===== src/rtl/pcie_tlp_pkg.sv =====
// Shared definitions for the PCIe TLP receive demultiplexer.
// Holds the header Type-field codes, the traffic class enum, the
// demux FSM state type and the Type-field decode helpers.
package pcie_tlp_pkg;

  // Bit position of the 5-bit Type field inside header DW0 (SOP beat).
  localparam int TYPE_LSB = 24;
  localparam int TYPE_MSB = 28;

  // Type codes routed to the request stream. Memory read/write share
  // a code; the Fmt field, not the Type field, tells them apart.
  localparam logic [4:0] TYPE_MEM    = 5'b00000;
  localparam logic [4:0] TYPE_MEM_LK = 5'b00001;
  localparam logic [4:0] TYPE_IO     = 5'b00010;
  localparam logic [4:0] TYPE_CFG0   = 5'b00100;
  localparam logic [4:0] TYPE_CFG1   = 5'b00101;

  // Type codes routed to the completion stream.
  localparam logic [4:0] TYPE_CPL    = 5'b01010;
  localparam logic [4:0] TYPE_CPL_LK = 5'b01011;

  typedef enum logic [1:0] {
    CLS_REQ  = 2'd0,
    CLS_CPL  = 2'd1,
    CLS_DROP = 2'd2
  } tlp_class_e;

  typedef enum logic [1:0] {
    ST_IDLE    = 2'd0,
    ST_FWD_REQ = 2'd1,
    ST_FWD_CPL = 2'd2,
    ST_DROP    = 2'd3
  } rx_state_e;

  // Map a header Type field to its destination class.
  function automatic tlp_class_e decode_class(input logic [4:0] tlp_type);
    tlp_class_e cls;
    case (tlp_type)
      TYPE_MEM, TYPE_MEM_LK, TYPE_IO, TYPE_CFG0, TYPE_CFG1: cls = CLS_REQ;
      TYPE_CPL, TYPE_CPL_LK:                               cls = CLS_CPL;
      default:                                             cls = CLS_DROP;
    endcase
    return cls;
  endfunction

  // FSM state entered after a multi-beat SOP of the given class.
  function automatic rx_state_e class_to_state(input tlp_class_e cls);
    rx_state_e st;
    case (cls)
      CLS_REQ:  st = ST_FWD_REQ;
      CLS_CPL:  st = ST_FWD_CPL;
      default:  st = ST_DROP;
    endcase
    return st;
  endfunction

endpackage


===== src/rtl/tlp_st_reg_stage.sv =====
// One-entry registered streaming stage (valid/ready with registered
// payload).
// Ports:
//   clk, reset_n      - clock, async active-low reset
//   load              - capture in_* this cycle (caller guarantees free)
//   in_data/empty/sop/eop - beat to capture
//   out_ready         - downstream ready
//   free              - register empty or draining this cycle
//   out_valid/data/empty/sop/eop - registered beat to downstream
module tlp_st_reg_stage
  import pcie_tlp_pkg::*;
#(
  parameter int DATA_W  = 256,
  parameter int EMPTY_W = 3
) (
  input  logic               clk,
  input  logic               reset_n,
  input  logic               load,
  input  logic [DATA_W-1:0]  in_data,
  input  logic [EMPTY_W-1:0] in_empty,
  input  logic               in_sop,
  input  logic               in_eop,
  input  logic               out_ready,
  output logic               free,
  output logic               out_valid,
  output logic [DATA_W-1:0]  out_data,
  output logic [EMPTY_W-1:0] out_empty,
  output logic               out_sop,
  output logic               out_eop
);

  logic               valid_r;
  logic [DATA_W-1:0]  data_r;
  logic [EMPTY_W-1:0] empty_r;
  logic               sop_r;
  logic               eop_r;

  // Holding register: load wins over drain so a same-cycle drain+load
  // keeps valid high with the new beat; payload only changes on load.
  always_ff @(posedge clk or negedge reset_n) begin
    if (!reset_n) begin
      valid_r <= 1'b0;
      data_r  <= '0;
      empty_r <= '0;
      sop_r   <= 1'b0;
      eop_r   <= 1'b0;
    end else if (load) begin
      valid_r <= 1'b1;
      data_r  <= in_data;
      empty_r <= in_empty;
      sop_r   <= in_sop;
      eop_r   <= in_eop;
    end else if (out_ready) begin
      valid_r <= 1'b0;
    end
  end

  assign free      = ~valid_r | out_ready;
  assign out_valid = valid_r;
  assign out_data  = data_r;
  assign out_empty = empty_r;
  assign out_sop   = sop_r;
  assign out_eop   = eop_r;

endmodule


===== src/rtl/pcie_tlp_rx_demux.sv =====
// PCIe TLP receive demultiplexer. Classifies each inbound TLP by the
// Type field of its SOP beat and steers the packet to the request
// stream, the completion stream, or discards it, counting discarded
// TLPs and framing violations.
// Ports:
//   clk, reset_n                 - clock, async active-low reset
//   tlp_rx_st_*                  - inbound TLP stream (ready is backpressure)
//   req_st_*                     - memory/IO/config request stream
//   cpl_st_*                     - completion stream
//   drop_count, malformed_count  - saturating statistics counters
module pcie_tlp_rx_demux
  import pcie_tlp_pkg::*;
#(
  parameter int DATA_W  = 256,
  parameter int EMPTY_W = 3,
  parameter int CNT_W   = 32
) (
  input  logic               clk,
  input  logic               reset_n,
  input  logic [DATA_W-1:0]  tlp_rx_st_data,
  input  logic [EMPTY_W-1:0] tlp_rx_st_empty,
  input  logic               tlp_rx_st_startofpacket,
  input  logic               tlp_rx_st_endofpacket,
  input  logic               tlp_rx_st_valid,
  output logic               tlp_rx_st_ready,
  output logic [DATA_W-1:0]  req_st_data,
  output logic [EMPTY_W-1:0] req_st_empty,
  output logic               req_st_startofpacket,
  output logic               req_st_endofpacket,
  output logic               req_st_valid,
  input  logic               req_st_ready,
  output logic [DATA_W-1:0]  cpl_st_data,
  output logic [EMPTY_W-1:0] cpl_st_empty,
  output logic               cpl_st_startofpacket,
  output logic               cpl_st_endofpacket,
  output logic               cpl_st_valid,
  input  logic               cpl_st_ready,
  output logic [CNT_W-1:0]   drop_count,
  output logic [CNT_W-1:0]   malformed_count
);

  localparam logic [CNT_W-1:0] CNT_ONE = {{(CNT_W-1){1'b0}}, 1'b1};
  localparam logic [CNT_W-1:0] CNT_MAX = {CNT_W{1'b1}};

  rx_state_e        state_r;
  logic             run_r;
  logic [CNT_W-1:0] drop_cnt_r;
  logic [CNT_W-1:0] malformed_cnt_r;

  tlp_class_e sop_class_s;
  tlp_class_e dest_s;
  logic       req_free_s;
  logic       cpl_free_s;
  logic       dest_free_s;
  logic       accept_s;
  logic       req_load_s;
  logic       cpl_load_s;
  logic       drop_hit_s;
  logic       malformed_hit_s;

  // Destination of the beat on the input this cycle. A SOP always goes
  // by its own decoded class (even mid-packet, where it restarts the
  // FSM); a continuation beat follows the packet in progress, and one
  // arriving in IDLE has no packet and is discarded.
  always_comb begin
    sop_class_s = decode_class(tlp_rx_st_data[TYPE_MSB:TYPE_LSB]);
    dest_s      = CLS_DROP;
    if (tlp_rx_st_startofpacket) begin
      dest_s = sop_class_s;
    end else begin
      case (state_r)
        ST_FWD_REQ: dest_s = CLS_REQ;
        ST_FWD_CPL: dest_s = CLS_CPL;
        default:    dest_s = CLS_DROP;
      endcase
    end
  end

  // Backpressure looks only at the destination register, so a stalled
  // output never blocks traffic bound for the other one. Discarded
  // beats are always accepted.
  always_comb begin
    dest_free_s = 1'b1;
    case (dest_s)
      CLS_REQ: dest_free_s = req_free_s;
      CLS_CPL: dest_free_s = cpl_free_s;
      default: dest_free_s = 1'b1;
    endcase
  end

  // run_r keeps ready low during reset and for the first edge after it.
  assign tlp_rx_st_ready = run_r & dest_free_s;
  assign accept_s        = tlp_rx_st_valid & tlp_rx_st_ready;
  assign req_load_s      = accept_s & (dest_s == CLS_REQ);
  assign cpl_load_s      = accept_s & (dest_s == CLS_CPL);
  assign drop_hit_s      = accept_s & tlp_rx_st_startofpacket & (sop_class_s == CLS_DROP);
  assign malformed_hit_s = accept_s &
                           ((tlp_rx_st_startofpacket  & (state_r != ST_IDLE)) |
                            (~tlp_rx_st_startofpacket & (state_r == ST_IDLE)));

  // Packet-tracking FSM; advances only on accepted beats.
  always_ff @(posedge clk or negedge reset_n) begin
    if (!reset_n) begin
      state_r <= ST_IDLE;
      run_r   <= 1'b0;
    end else begin
      run_r <= 1'b1;
      if (accept_s) begin
        if (tlp_rx_st_endofpacket) begin
          state_r <= ST_IDLE;
        end else if (tlp_rx_st_startofpacket) begin
          state_r <= class_to_state(sop_class_s);
        end else begin
          state_r <= state_r;
        end
      end
    end
  end

  // Saturating statistics counters.
  always_ff @(posedge clk or negedge reset_n) begin
    if (!reset_n) begin
      drop_cnt_r      <= '0;
      malformed_cnt_r <= '0;
    end else begin
      if (drop_hit_s && (drop_cnt_r != CNT_MAX)) begin
        drop_cnt_r <= drop_cnt_r + CNT_ONE;
      end
      if (malformed_hit_s && (malformed_cnt_r != CNT_MAX)) begin
        malformed_cnt_r <= malformed_cnt_r + CNT_ONE;
      end
    end
  end

  assign drop_count      = drop_cnt_r;
  assign malformed_count = malformed_cnt_r;

  tlp_st_reg_stage #(
    .DATA_W  (DATA_W),
    .EMPTY_W (EMPTY_W)
  ) u_req_stage (
    .clk       (clk),
    .reset_n   (reset_n),
    .load      (req_load_s),
    .in_data   (tlp_rx_st_data),
    .in_empty  (tlp_rx_st_empty),
    .in_sop    (tlp_rx_st_startofpacket),
    .in_eop    (tlp_rx_st_endofpacket),
    .out_ready (req_st_ready),
    .free      (req_free_s),
    .out_valid (req_st_valid),
    .out_data  (req_st_data),
    .out_empty (req_st_empty),
    .out_sop   (req_st_startofpacket),
    .out_eop   (req_st_endofpacket)
  );

  tlp_st_reg_stage #(
    .DATA_W  (DATA_W),
    .EMPTY_W (EMPTY_W)
  ) u_cpl_stage (
    .clk       (clk),
    .reset_n   (reset_n),
    .load      (cpl_load_s),
    .in_data   (tlp_rx_st_data),
    .in_empty  (tlp_rx_st_empty),
    .in_sop    (tlp_rx_st_startofpacket),
    .in_eop    (tlp_rx_st_endofpacket),
    .out_ready (cpl_st_ready),
    .free      (cpl_free_s),
    .out_valid (cpl_st_valid),
    .out_data  (cpl_st_data),
    .out_empty (cpl_st_empty),
    .out_sop   (cpl_st_startofpacket),
    .out_eop   (cpl_st_endofpacket)
  );

endmodule

===== config.mk =====
export PLATFORM = sky130hd
export DESIGN_NAME = pcie_tlp_rx_demux
export DESIGN_NICKNAME = d
export VERILOG_FILES = /design/src/rtl/pcie_tlp_pkg.sv /design/src/rtl/tlp_st_reg_stage.sv /design/src/rtl/pcie_tlp_rx_demux.sv
export SDC_FILE = /design/constraint.sdc
export NUM_CORES = 1
export LEC_CHECK = 0
export CELL_PAD_IN_SITES_DETAIL_PLACEMENT = 0
export CELL_PAD_IN_SITES_GLOBAL_PLACEMENT = 1
export CORE_AREA = 2 2 332 334
export DETAILED_ROUTE_END_ITERATION = 10
export DIE_AREA = 0 0 334 336
export GPL_TIMING_DRIVEN = 0
export PLACE_DENSITY_LB_ADDON = 0.1
export SYNTH_ARGS = -nofsm -noshare
export SYNTH_HDL_FRONTEND = slang
export SYNTH_SLANG_ARGS = --single-unit
export TNS_END_PERCENT = 10

===== constraint.sdc =====
create_clock -name clk -period 6.1 [get_ports clk]
set_clock_uncertainty 0.05 [all_clocks]
set_input_delay 1.22 -clock clk [delete_from_list [all_inputs] [get_ports clk]]
set_output_delay 1.22 -clock clk [all_outputs]
set_load 0.02 [all_outputs]

==> results.sh, run 1 <==
export IMPL_synth_top_cell_by_area="dfrtp_1"
export IMPL_worstPathRequired_ns=4.83
export IMPL_tns_ns=0
export IMPL_h_tree_depth=3
export IMPL_cts_tree="built"
export IMPL_viasPerCell=4.09
export IMPL_path_clk_slew_ns=0.06
export IMPL_ys_types=49
export IMPL_grt_max_degree=107
export IMPL_clockPowerShare_pct=23.0
export IMPL_drt_antenna_violating_nets=0
export IMPL_rows=121
export IMPL_relSlewSlack_pct=42.5
export IMPL_chipHeight_um=336
export IMPL_startpoint_type="input port"
export IMPL_post_drt_wl_per_cell_um=22.9
export IMPL_grt_util_all_layers_pct=15.4
export IMPL_fillers=10800
export IMPL_yosys_most_used_dff="dfrtp_1"
export IMPL_total_leakage_power_nw=15.1
export IMPL_grt_pass1_wl_um=126000
export IMPL_post_synth_cell_area_avg_sq_um=15.9
export IMPL_rsz0062_at_grt="no"
export IMPL_netlist_area_sq_um=22700
export IMPL_cts_made_buffers=76
export IMPL_critPathTopFamily="buffers and inverters"
export IMPL_hold_class="flop to flop"
export IMPL_max_stage_delay_ns=0.67
export IMPL_final_cell_mix="clkdlybuf4s50_1, dfrtp_1, mux2_2"
export IMPL_cts_root_buf="clkbuf_16"
export IMPL_hold_viol_final=0
export IMPL_power_density_nw_per_um2=532
export IMPL_swShare_pct=35.1
export IMPL_worst_path_max_delay_cell="clkdlybuf4s50_1"
export IMPL_async_reset_ff_share_pct=100
export IMPL_wl_um=87900
export IMPL_hold_buffers=0
export IMPL_fin_hold_ws_ns=0.443
export IMPL_pwr_share_comb_pct=42.9
export IMPL_critPathKind="input port to primary output"
export IMPL_setup_viol=0
export IMPL_ios=855
export IMPL_power_frac_seq_pct=34.1
export IMPL_overflow=0
export IMPL_fin_nets=2635
export IMPL_worst_pin_slew_ns=0.863
export IMPL_cts_path_max_buffers=3
export IMPL_synth_edf_count=0
export IMPL_internal_power_mw=12.3
export IMPL_yosys_warnings=0
export IMPL_synth_nets=1698
export IMPL_dieArea_sq_um=112000
export IMPL_place_gp_congestion=0.767
export IMPL_yosysSeqAreaShare_pct=65.3
export IMPL_end_kind="primary output"
export IMPL_via_count=15700
export IMPL_cts_resized_gates=0
export IMPL_fin_crit_sh_pct=79.9
export IMPL_multiInputGateArea_sq_um=7530
export IMPL_firstDrtPassIters=4
export IMPL_port_buffers=854
export IMPL_arrival_ns=3.61
export IMPL_finalNonFillerCells=3835
export IMPL_synthTopCellsByArea="dfrtp_1, mux2_2, xnor2_1, buf_2, xor2_1"
export IMPL_dp_cells=3701
export IMPL_max_freq_ghz=0.205
export IMPL_area_growth_pct=56.7
export IMPL_slew_viol_final=0
export IMPL_coreArea_sq_um=108000
export IMPL_cts_sinks=591
export IMPL_path_cells="clkdlybuf4s50_1 > and4bb_2 > a32o_1 > o211ai_2 > and2_1 > clkdlybuf4s50_1"
export IMPL_yosysTopAreaCellShare_pct=65.3
export IMPL_final_common_cell="clkdlybuf4s50_1"
export IMPL_drc=0
export IMPL_seqCellArea_sq_um=14800
export IMPL_cap_violations=0
export IMPL_clk_latency_ns=0.64
export IMPL_switchingPower_mw=6.63
export IMPL_start_util_pct=20.9
export IMPL_drt_iter0_markers=472
export IMPL_drive_above_1_share_pct=28.7
export IMPL_crit_buf_inv=2
export IMPL_antenna_found_initial=13
export IMPL_cp_max_fo=6
export IMPL_fin_crit_ns=4.88
export IMPL_cp_common_cell="clkdlybuf4s50_1"
export IMPL_grt_pass1_vias=17600
export IMPL_die_w_um=334
export IMPL_hpwl_um=67800
export IMPL_syn_inst=1428
export IMPL_status="complete, no violations"
export IMPL_post_cts_repair_setup_buffers=0
export IMPL_vdd_ir_drop_max_uv=248
export IMPL_ys_ff_latch=591
[power groups by stage]
stage	Sequential (mW)	Combinational, mW	Clock [mW]
CTS	6.46	8.26	4.55
detailed placement	6.49	8.23	0
finish	6.44	8.10	4.35
global route	6.68	8.48	4.71
floorplan	8.46	1.54	0
global placement	6.49	8.23	0
[cells in the mapped netlist (all sizes together) (2+ instances only)]
| library cell | n |
|---|---|
| buf | 59 |
| nor3 | 10 |
| xnor2 | 38 |
| dfrtp | 591 |
| nor4 | 2 |
| xor2 | 24 |
| o21ai | 2 |
| and2 | 8 |
| inv | 10 |
| a21oi | 3 |
| nand3 | 32 |
| and4 | 9 |
| clkbuf | 5 |
| nand2b | 4 |
| ha | 4 |
| mux2i | 2 |
| mux2 | 524 |
| and3 | 12 |
| nand2 | 25 |
| nand4 | 20 |
| nor2 | 20 |
| nor2b | 4 |
| a211oi | 2 |
[sequential cells by signal, indices dropped and copies added (netlist names)]
signal,count
drop_count,32
malformed_count,32
run_r,1
state_r,2
u_cpl_stage.out_data,256
u_cpl_stage.out_empty,3
u_cpl_stage.out_eop,1
u_cpl_stage.out_sop,1
u_cpl_stage.out_valid,1
u_req_stage.out_data,256
u_req_stage.out_empty,3
u_req_stage.out_eop,1
u_req_stage.out_sop,1
u_req_stage.out_valid,1
[per-layer routing]
metal,GRT usage (%),vias up,wire length [um]
met5,0,-,107
met4,5.28,16,2820
met3,6.25,136,7530
met2,28.0,542,46300
met1,15.9,8046,31200
li1,-,6938,-
[final cells by class]
cell class / instances / area share (%)
sequential: 591 / 41.6
timing repair buffer: 859 / 24.5
multi-input combinational: 763 / 21.2
clock buffer: 116 / 6.20
tap: 1414 / 4.98
buffer: 64 / 0.877
clock inverter: 12 / 0.476
inverter: 10 / 0.106
antenna: 6 / 0.0423
[cells by family (layout without fill, tap and decap cells)]
logic type / Yosys count / in the layout / synth area share (%)
AOI/OAI and AO/OA: 14 / 14 / 0.558
xor gates and xnor gates: 62 / 62 / 2.40
muxes: 526 / 526 / 26.1
buffers and inverters: 74 / 1061 / 1.54
and+or+nand+nor: 156 / 156 / 3.89
other: 1 / 7 / 0.0165
DFF: 591 / 591 / 65.3
adders and majority gates: 4 / 4 / 0.221
[path summary, 6_finish.rpt]
kind	cells after the start	startpoint	slack, ns	to
setup / recovery	6	tlp_rx_st_data[25]	1.22	tlp_rx_st_ready
hold / removal	1	drop_count[18]$_DFFE_PN0P_	0.44	drop_count[18]$_DFFE_PN0P_
setup reg to reg	11	state_r[1]$_DFFE_PN0P_	2.88	u_cpl_stage.out_data[151]$_DFFE_PN0P_
hold reg to reg	1	drop_count[18]$_DFFE_PN0P_	0.44	drop_count[18]$_DFFE_PN0P_
max in group asynchronous	4	reset_n	3.37	malformed_count[25]$_DFFE_PN0P_
min in group asynchronous	1	reset_n	0.55	u_cpl_stage.out_data[215]$_DFFE_PN0P_
[per-stage QoR]
stage | util (%) | instance area [sq um] | power, mW | worst slack [ns]
after floorplan | - | 22700 | 9.99 | 2.66
after global placement | 30.4 | 33000 | 14.7 | -23.93
after detailed placement | 30.6 | 33100 | 14.7 | 1.19
after CTS | 32.7 | 35500 | 19.3 | 1.19
after global routing | 32.8 | 35500 | 19.9 | 1.09
final | 32.8 | 35500 | 18.9 | 1.22
No activity file was read; power rests on OpenSTA's default activity.
==> run 2: changes to the inputs <==
--- a/config.mk
+++ b/config.mk
@@ -7,9 +7,9 @@
 export LEC_CHECK = 0
 export CELL_PAD_IN_SITES_DETAIL_PLACEMENT = 0
 export CELL_PAD_IN_SITES_GLOBAL_PLACEMENT = 1
-export CORE_AREA = 2 2 332 334
+export CORE_AREA = 2 2 331 333
 export DETAILED_ROUTE_END_ITERATION = 10
-export DIE_AREA = 0 0 334 336
+export DIE_AREA = 0 0 333 335
 export GPL_TIMING_DRIVEN = 0
 export PLACE_DENSITY_LB_ADDON = 0.1
 export SYNTH_ARGS = -nofsm -noshare
==> constraint.sdc (replaced) <==
create_clock -name clk -period 4.07 [get_ports clk]
set_clock_uncertainty 0.05 [all_clocks]
set_input_delay 0.814 -clock clk [delete_from_list [all_inputs] [get_ports clk]]
set_output_delay 0.814 -clock clk [all_outputs]
set_load 0.02 [all_outputs]
==> results.sh, run 2 (synthesis results as in run 1) <==
export IMPL_status="complete, no violations"
export IMPL_cp_max_fo=6
export IMPL_postLayoutCellArea_sq_um=35600
export IMPL_cts_tree="built"
export IMPL_h_tree_depth=3
export IMPL_final_cell_mix="clkdlybuf4s50_1, dfrtp_1, mux2_2"
export IMPL_critPathKind="input port to primary output"
export IMPL_cts_made_buffers=76
export IMPL_hold_class="input port to async pin"
export IMPL_vdd_ir_drop_max_uv=370
export IMPL_drt_iter0_markers=390
export IMPL_path_clk_slew_ns=0.05
export IMPL_power_density_nw_per_um2=795
export IMPL_hold_viol_final=0
export IMPL_grt_util_all_layers_pct=15.2
export IMPL_tns_ns=0
export IMPL_worstPathRequired_ns=3.21
export IMPL_arrival_ns=2.76
export IMPL_port_buffers=854
export IMPL_startpoint_type="input port"
export IMPL_fin_crit_sh_pct=89.1
export IMPL_dieArea_sq_um=112000
export IMPL_fin_crit_ns=3.63
export IMPL_via_count=15600
export IMPL_fin_nets=2635
export IMPL_relSlewSlack_pct=46.0
export IMPL_ios=855
export IMPL_final_common_cell="clkdlybuf4s50_1"
export IMPL_setup_viol=0
export IMPL_wl_um=86900
export IMPL_grt_pass1_vias=17100
export IMPL_chipHeight_um=335
export IMPL_firstDrtPassIters=4
export IMPL_cap_violations=0
export IMPL_cts_root_buf="clkbuf_16"
export IMPL_hpwl_um=66600
export IMPL_p_total_mw=28.3
export IMPL_cts_path_max_buffers=3
export IMPL_placed_area_sq_um=33100
export IMPL_total_leakage_power_nw=15.1
export IMPL_max_freq_ghz=0.276
export IMPL_worst_pin_slew_ns=0.810
export IMPL_slew_viol_final=0
export IMPL_clk_latency_ns=0.64
export IMPL_coreArea_sq_um=108000
export IMPL_post_drt_wl_per_cell_um=22.6
export IMPL_start_util_pct=21.0
export IMPL_rows=121
export IMPL_drt_antenna_violating_nets=0
export IMPL_drc=0
export IMPL_end_kind="primary output"
export IMPL_antenna_found_initial=16
export IMPL_die_w_um=333
export IMPL_grt_pass1_wl_um=124000
export IMPL_overflow=0
export IMPL_drive_above_1_share_pct=28.9
export IMPL_cts_sinks=591
export IMPL_place_gp_congestion=0.767
export IMPL_post_cts_repair_setup_buffers=0
export IMPL_viasPerCell=4.06
export IMPL_grt_max_degree=116
export IMPL_rsz0062_at_grt="no"
export IMPL_area_growth_pct=56.9
==> run 2: cell types whose count changed in the layout (fill, tap and decap cells not counted), moves of 2 or more <==
cell        previous run  this run
bufinv_16              3         1
clkbuf_1              31        26
clkbuf_8              13        15
clkinv_2               3         5
clkinvlp_4             0         2
diode_2                6         9
==> run 2: critical path: stages <==
cell	delay, ns
clkdlybuf4s50_1	0.55
and4bb_2	0.37
a211oi_1	0.40
o211ai_4	0.18
and2_1	0.21
dlymetal6s2s_1	0.23
==> run 2: metrics by stage <==
stage                     cells  hold slack (ns)  setup slack, ns  util (%)
after floorplan            1428            0.417             1.44         -
after global placement     3696            0.429           -25.80      30.5
after detailed placement   3701            0.440           -0.281      30.6
after CTS                  3829           0.0602           0.0569      32.9
after global routing       3835           0.0946            0.281      32.9
final                      3838            0.102            0.442      32.9
==> run 2: final cells by class <==
class	instances	area, sq um
Antenna cell	9	22.5
Buffer	64	312
Clock buffer	113	2210
Clock inverter	15	183
Fill cell	10800	72500
Inverter	10	37.5
Multi-Input combinational cell	763	7530
Sequential cell	591	14800
Tap cell	1414	1770
Timing Repair Buffer	859	8690
==> run 2: worst paths after layout <==
check                                      startpoint                                    end  slack (ns)  depth (start not counted)
setup / recovery                   tlp_rx_st_data[25]                        tlp_rx_st_ready        0.44                          6
hold / removal                                reset_n   u_cpl_stage.out_data[67]$_DFFE_PN0P_        0.10                          1
setup reg to reg               state_r[1]$_DFFE_PN0P_  u_req_stage.out_data[170]$_DFFE_PN0P_        0.78                         11
hold reg to reg            drop_count[31]$_DFFE_PN0P_             drop_count[31]$_DFFE_PN0P_        0.45                          1
max in group asynchronous                     reset_n  u_req_stage.out_data[110]$_DFFE_PN0P_        1.80                          4
min in group clk           drop_count[31]$_DFFE_PN0P_             drop_count[31]$_DFFE_PN0P_        0.45                          1
==> run 2: routing by layer <==
metal | global-route usage (%) | up-vias | routed length, um
met4 | 5.80 | 12 | 2770
met3 | 6.49 | 142 | 7960
met2 | 27.8 | 531 | 46300
met5 | 0 | - | 79
li1 | - | 6926 | -
met1 | 15.2 | 7957 | 29800
==> run 2: power breakdown <==
part | switching [mW] | internal (mW) | leakage, nW
Sequential | 1.30 | 8.34 | 7.34
Combinational | 5.98 | 6.13 | 6.60
Clock | 2.70 | 3.83 | 1.17
Total | 9.98 | 18.3 | 15.1
==> run 2: repair_timing <==
item                                    in CTS  in global routing
endpoints found under the setup margin       1                  1
gates resized for setup                      1                  1
hold buffers                                 0                  0
